===== src/rtl/cache_l1_controller.sv =====
// Per-core L1 controller: two direct-mapped one-byte lines with MSI state, a
// single outstanding L2 request (optional dirty writeback first), and snoop service.
module cache_l1_controller (
  input  logic       clk,
  input  logic       resetN,
  input  logic       cpuValid,
  input  logic       cpuWrite,
  input  logic [7:0] cpuAddress,
  input  logic [7:0] cpuWriteData,
  output logic       cpuReady,
  output logic       cpuDone,
  output logic [7:0] cpuReadData,
  output logic       requestValid,
  output logic [7:0] addressBypass,
  output logic       operationBypass,
  output logic [7:0] dataBypass,
  output logic       dataWriteBack,
  input  logic [7:0] fetchData,
  input  logic       fetchPresent,
  input  logic [7:0] addressBypassL2,
  input  logic [2:0] interconnectionMessage,
  output logic       snoopAck,
  output logic       snoopHit,
  output logic [7:0] snoopData
);

  localparam logic [1:0] ST_IDLE      = 2'd0;
  localparam logic [1:0] ST_WRITEBACK = 2'd1;
  localparam logic [1:0] ST_REQUEST   = 2'd2;
  localparam logic [1:0] ST_COMPLETE  = 2'd3;

  localparam logic [1:0] LS_I = 2'd0;
  localparam logic [1:0] LS_S = 2'd1;
  localparam logic [1:0] LS_M = 2'd2;

  localparam logic [2:0] MSG_INV       = 3'd1;
  localparam logic [2:0] MSG_FETCH     = 3'd2;
  localparam logic [2:0] MSG_FETCH_INV = 3'd3;

  logic [1:0]      state_q, state_d;
  logic [1:0][1:0] line_state_q, line_state_d;
  logic [1:0][6:0] line_tag_q, line_tag_d;
  logic [1:0][7:0] line_data_q, line_data_d;
  logic [7:0]      req_addr_q, req_addr_d;
  logic            req_write_q, req_write_d;
  logic [7:0]      req_wdata_q, req_wdata_d;
  logic            request_valid_q, request_valid_d;
  logic [7:0]      addr_bypass_q, addr_bypass_d;
  logic            op_bypass_q, op_bypass_d;
  logic [7:0]      data_bypass_q, data_bypass_d;
  logic            data_wb_q, data_wb_d;
  logic            cpu_done_q, cpu_done_d;
  logic [7:0]      cpu_rdata_q, cpu_rdata_d;
  logic            snoop_ack_q, snoop_ack_d;
  logic            snoop_hit_q, snoop_hit_d;
  logic [7:0]      snoop_data_q, snoop_data_d;

  logic       snoop_idx, snoop_match;
  logic       cpu_idx, cpu_hit, req_idx;
  logic [7:0] fill_byte;

  assign snoop_idx   = addressBypassL2[0];
  assign snoop_match = (line_state_q[snoop_idx] != LS_I) &&
                       (line_tag_q[snoop_idx] == addressBypassL2[7:1]);
  assign cpu_idx     = cpuAddress[0];
  assign cpu_hit     = (line_state_q[cpu_idx] != LS_I) &&
                       (line_tag_q[cpu_idx] == cpuAddress[7:1]);
  assign req_idx     = req_addr_q[0];
  assign fill_byte   = req_write_q ? req_wdata_q : fetchData;

  always_comb begin
    // NOTE: every variable gets a default here so no path leaves one unassigned (no latches).
    state_d         = state_q;
    line_state_d    = line_state_q;
    line_tag_d      = line_tag_q;
    line_data_d     = line_data_q;
    req_addr_d      = req_addr_q;
    req_write_d     = req_write_q;
    req_wdata_d     = req_wdata_q;
    request_valid_d = request_valid_q;
    addr_bypass_d   = addr_bypass_q;
    op_bypass_d     = op_bypass_q;
    data_bypass_d   = data_bypass_q;
    data_wb_d       = data_wb_q;
    cpu_done_d      = 1'b0;
    cpu_rdata_d     = cpu_rdata_q;
    snoop_ack_d     = 1'b0;
    snoop_hit_d     = 1'b0;
    snoop_data_d    = 8'h00;

    // Snoop goes first so that a same-cycle fill or writeback retirement below wins.
    if (interconnectionMessage inside {MSG_INV, MSG_FETCH, MSG_FETCH_INV}) begin
      snoop_ack_d  = 1'b1;
      snoop_hit_d  = snoop_match && (line_state_q[snoop_idx] == LS_M);
      snoop_data_d = line_data_q[snoop_idx];
      if (snoop_match) begin
        if (interconnectionMessage == MSG_FETCH) begin
          if (line_state_q[snoop_idx] == LS_M) line_state_d[snoop_idx] = LS_S;
        end else begin
          line_state_d[snoop_idx] = LS_I;
        end
      end
    end

    case (state_q)
      ST_IDLE: begin
        if (cpuValid) begin
          req_addr_d  = cpuAddress;
          req_write_d = cpuWrite;
          req_wdata_d = cpuWriteData;
          if (cpu_hit && (!cpuWrite || line_state_q[cpu_idx] == LS_M)) begin
            if (cpuWrite) line_data_d[cpu_idx] = cpuWriteData;
            cpu_done_d  = 1'b1;
            cpu_rdata_d = cpuWrite ? cpuWriteData : line_data_q[cpu_idx];
            state_d     = ST_COMPLETE;
          end else if (!cpu_hit && line_state_q[cpu_idx] == LS_M) begin
            request_valid_d = 1'b1;
            data_wb_d       = 1'b1;
            op_bypass_d     = 1'b0;
            addr_bypass_d   = {line_tag_q[cpu_idx], cpu_idx};
            data_bypass_d   = line_data_q[cpu_idx];
            state_d         = ST_WRITEBACK;
          end else begin
            // Covers both a clean miss and an upgrade of a shared line on store.
            request_valid_d = 1'b1;
            data_wb_d       = 1'b0;
            op_bypass_d     = cpuWrite;
            addr_bypass_d   = cpuAddress;
            state_d         = ST_REQUEST;
          end
        end
      end
      ST_WRITEBACK: begin
        if (request_valid_q && fetchPresent) begin
          line_state_d[req_idx] = LS_I;
          data_wb_d             = 1'b0;
          op_bypass_d           = req_write_q;
          addr_bypass_d         = req_addr_q;
          state_d               = ST_REQUEST;
        end
      end
      ST_REQUEST: begin
        if (request_valid_q && fetchPresent) begin
          line_tag_d[req_idx]   = req_addr_q[7:1];
          line_data_d[req_idx]  = fill_byte;
          line_state_d[req_idx] = req_write_q ? LS_M : LS_S;
          request_valid_d       = 1'b0;
          cpu_done_d            = 1'b1;
          cpu_rdata_d           = fill_byte;
          state_d               = ST_COMPLETE;
        end
      end
      default: state_d = ST_IDLE;
    endcase
  end

  // NOTE: non-blocking assignments only in clocked logic so every flop samples pre-edge values.
  always_ff @(posedge clk or negedge resetN) begin
    if (!resetN) begin
      state_q         <= ST_IDLE;
      // NOTE: the line array is tiny and must come up Invalid, so it is reset like any register.
      line_state_q    <= '0;
      line_tag_q      <= '0;
      line_data_q     <= '0;
      req_addr_q      <= '0;
      req_write_q     <= 1'b0;
      req_wdata_q     <= '0;
      request_valid_q <= 1'b0;
      addr_bypass_q   <= '0;
      op_bypass_q     <= 1'b0;
      data_bypass_q   <= '0;
      data_wb_q       <= 1'b0;
      cpu_done_q      <= 1'b0;
      cpu_rdata_q     <= '0;
      snoop_ack_q     <= 1'b0;
      snoop_hit_q     <= 1'b0;
      snoop_data_q    <= '0;
    end else begin
      state_q         <= state_d;
      line_state_q    <= line_state_d;
      line_tag_q      <= line_tag_d;
      line_data_q     <= line_data_d;
      req_addr_q      <= req_addr_d;
      req_write_q     <= req_write_d;
      req_wdata_q     <= req_wdata_d;
      request_valid_q <= request_valid_d;
      addr_bypass_q   <= addr_bypass_d;
      op_bypass_q     <= op_bypass_d;
      data_bypass_q   <= data_bypass_d;
      data_wb_q       <= data_wb_d;
      cpu_done_q      <= cpu_done_d;
      cpu_rdata_q     <= cpu_rdata_d;
      snoop_ack_q     <= snoop_ack_d;
      snoop_hit_q     <= snoop_hit_d;
      snoop_data_q    <= snoop_data_d;
    end
  end

  assign cpuReady        = (state_q == ST_IDLE);
  assign cpuDone         = cpu_done_q;
  assign cpuReadData     = cpu_rdata_q;
  assign requestValid    = request_valid_q;
  assign addressBypass   = addr_bypass_q;
  assign operationBypass = op_bypass_q;
  assign dataBypass      = data_bypass_q;
  assign dataWriteBack   = data_wb_q;
  assign snoopAck        = snoop_ack_q;
  assign snoopHit        = snoop_hit_q;
  assign snoopData       = snoop_data_q;

endmodule


===== config.mk =====
export PLATFORM = sky130hd
export DESIGN_NAME = cache_l1_controller
export DESIGN_NICKNAME = d
export VERILOG_FILES = /design/src/rtl/cache_l1_controller.sv
export SDC_FILE = /design/constraint.sdc
export NUM_CORES = 1
export LEC_CHECK = 0
export CORE_ASPECT_RATIO = 0.6
export CORE_MARGIN = 2
export CORE_UTILIZATION = 58
export CTS_BUF_LIST = sky130_fd_sc_hd__clkbuf_8 sky130_fd_sc_hd__clkbuf_16
export DETAILED_ROUTE_END_ITERATION = 10
export GPL_ROUTABILITY_DRIVEN = 0
export GPL_TIMING_DRIVEN = 0
export PLACE_DENSITY_LB_ADDON = 0.3
export SETUP_SLACK_MARGIN = 0.02
export SLEW_MARGIN = 20
export SYNTH_ARGS = -nofsm -noshare
export SYNTH_HDL_FRONTEND = slang
export SYNTH_SLANG_ARGS = --single-unit

===== constraint.sdc =====
create_clock -name clk -period 3.5 [get_ports clk]
set_input_delay 0.7 -clock clk [delete_from_list [all_inputs] [get_ports clk]]
set_output_delay 0.7 -clock clk [all_outputs]
set_load 0.01 [all_outputs]

==> reports/metrics.cfg <==
[route]
wirelength_mm = 12.9
first_pass_iters = 5
wl_per_cell_um = 20.0
viasPerCell = 6.02
final_antenna_net_count = 0
drc = 0
vias = 3877
drtIter0Drc = 338

[yosys]
yosys_warnings = 0
synth_top_area_share_pct = 46.4
ys.flop_type = dfrtp_1
yosysMostFrequentCell = dfrtp_1
synth_fa_ha_area_share_pct = 1.02
synth_nets = 487
synth_top_family_by_area = multiplexers
yosysUniqueCellTypes = 51
synthCells = 443
synthArstFlopShare_pct = 100
syn_area_sq_um = 4900
synth_xor_xnor_area_share_pct = 2.86
syn_avg_cell_area_sq_um = 11.1
yosysTopAreaCell = dfrtp_1
synth_seq_area_share_pct = 46.4
synthSimpleGateAreaFrac_pct = 10.2
synth_edf_count = 0
synth_common_cells = dfrtp_1 (91), mux2_2 (79), mux2i_1 (33)
ys_ff_latch = 91
synth_compound_area_share_pct = 11.7
synth_area_leaders = dfrtp_1 (46%), mux2_2 (18%), mux2i_1 (6.7%)
muxShareOfSynthArea_pct = 24.9

[global_route]
antenna_found_initial = 0
grt_max_degree = 54
overflow = 0
grt_pass1_vias = 3690
grt_pass1_wl_mm = 19.9
track_usage_pct = 29.6

[place]
place_area_sq_um = 5830
dp_hpwl_mm = 9.45
portBuffers = 76

[setup_path]
worst_ep_required_time_ns = 3.73
endpoint_kind = flip-flop
crit_fanout = 8
worstPathArrival_ns = 3.00
worstSetupPathType = primary input to flip-flop
startpoint_type = primary input

[cells_and_area]
area_growth_pct = 25.2
n_antenna_cell = 0
drive_gt1_share_pct = 20.5
final_util_pct = 76.4
final_nets = 575
finalInstanceArea_sq_um = 6140

[pwr]
total_power_mw = 5.43
p_leak_nw = 2.63
power_density_nw_per_um2 = 884
max-vdd-ir-drop_uv = 542

[run]
drv_cap = 0

[die]
die_y_um = 75.2
die-area_sq_um = 9230
rows = 25
initial_core_util_pct = 61.0
coreArea_sq_um = 8040
num_io_pins = 79
die_x_um = 123

[timing]
finalMaxSlewViolations = 0
final_hold_viol_count = 0
period_minus_slack_ns = 2.78
post-route-period-util_pct = 79.3
grt_setup_unrepaired = no
worst_pin_slew_ns = 0.755
max_freq_mhz = 360
slew_headroom_pct = 49.7
setup_viol = 0
finalClockSkew_ns = 0.00414
whs_ns = 0.325

[outcome]
outcome = completed

[clock_network]
clockBufferDepth = 2
cts.htree.levels = 3
numCtsBuffers = 9
post_cts_buffers = 0
clock_latency_ns = 0.35
cts-resized-gates = 0
path_clk_slew_ns = 0.06
cts_tree = built
cts_root_buffer = clkbuf_16
holdBufCountCts = 0
cts_sinks = 91

[worst_hold_path]
hp-class = primary input to async pin

## cell families (layout without fill, tap and decap cells)
family          after synthesis  in the layout
mux                         112            112
simple gates                102            102
flops                        91             91
compound gates               85             85
buf+inv                      33            126
xor+xnor                     16             16
fa+ha+maj                     4              4
## worst paths after layout
path / depth (start not counted) / slack (ns) / startpoint / end
worst min-delay path: 1 / 0.33 / resetN / addressBypass[6]$_DFFE_PN0P_
min in group clk: 1 / 0.49 / dataWriteBack$_DFFE_PN0P_ / dataWriteBack$_DFFE_PN0P_
worst max-delay path: 7 / 0.72 / cpuAddress[0] / line_data_q[5]$_DFFE_PN0P_
max in group asynchronous: 2 / 2.55 / resetN / line_data_q[14]$_DFFE_PN0P_
worst max register to register: 6 / 0.85 / line_tag_q[12]$_DFFE_PN0P_ / line_data_q[5]$_DFFE_PN0P_
worst min register to register: 1 / 0.49 / dataWriteBack$_DFFE_PN0P_ / dataWriteBack$_DFFE_PN0P_
## cells in the final DEF (no fill, tap or decap), types with 9 or more instances in the layout
cell | Yosys | final
a211oi_1 | 11 | 11
a21oi_1 | 16 | 16
a22o_1 | 10 | 10
clkbuf_1 | 17 | 17
clkbuf_16 | 0 | 9
clkdlybuf4s50_1 | 0 | 75
dfrtp_1 | 91 | 91
mux2_2 | 79 | 79
mux2i_1 | 33 | 33
nand2_1 | 31 | 31
nor2_1 | 32 | 32
o21ai_0 | 24 | 24
xnor2_1 | 11 | 11
## registers in the layout, indices dropped and copies added, names as in the netlist, 2 cells and up
signal,flops
cpuReadData,8
snoopData,8
req_addr_q,8
line_data_q,16
req_wdata_q,8
addressBypass,8
dataBypass,8
line_tag_q,14
line_state_q,4
state_q,2
## metrics by stage
stage | setup slack [ns] | instances | TNS, ns
finish | 0.725 | 644 | 0
global route | 0.541 | 644 | 0
detailed placement | 0.398 | 628 | 0
global placement | -1.50 | 627 | -136.16
floorplan | 0.794 | 443 | 0
CTS | 0.758 | 644 | 0
## power breakdown
part           total, mW  switching [mW]  internal, mW
sequential          1.84           0.338          1.50
clock               1.00           0.409         0.594
combinational       2.58            1.32          1.26
## per-layer routing
metal	global-route usage, %	share of wire, %	wire [um]	vias to the layer above
met1	46.0	49	6290	1882
met5	0	0	0	-
li1	-	-	-	1769
met2	41.2	41	5230	207
met4	6.26	1.1	139	0
met3	7.88	9.4	1220	19
## worst max-delay path, stage by stage
cell	delay, ns
buf_6	0.11
mux2i_1	0.39
xnor2_1	0.13
a2111oi_2	0.43
a41oi_1	0.34
nor3b_4	0.49
mux2_2	0.40
## cell type report
type	instances	area, sq um
buffer	25	118
clock buffer	11	253
clock inverter	5	60.1
fill	501	1900
inverter	8	30.0
multi-input combinational	319	2480
sequential	91	2280
tap	108	135
timing repair buffer	77	786
(Power assumes the default switching activity.)
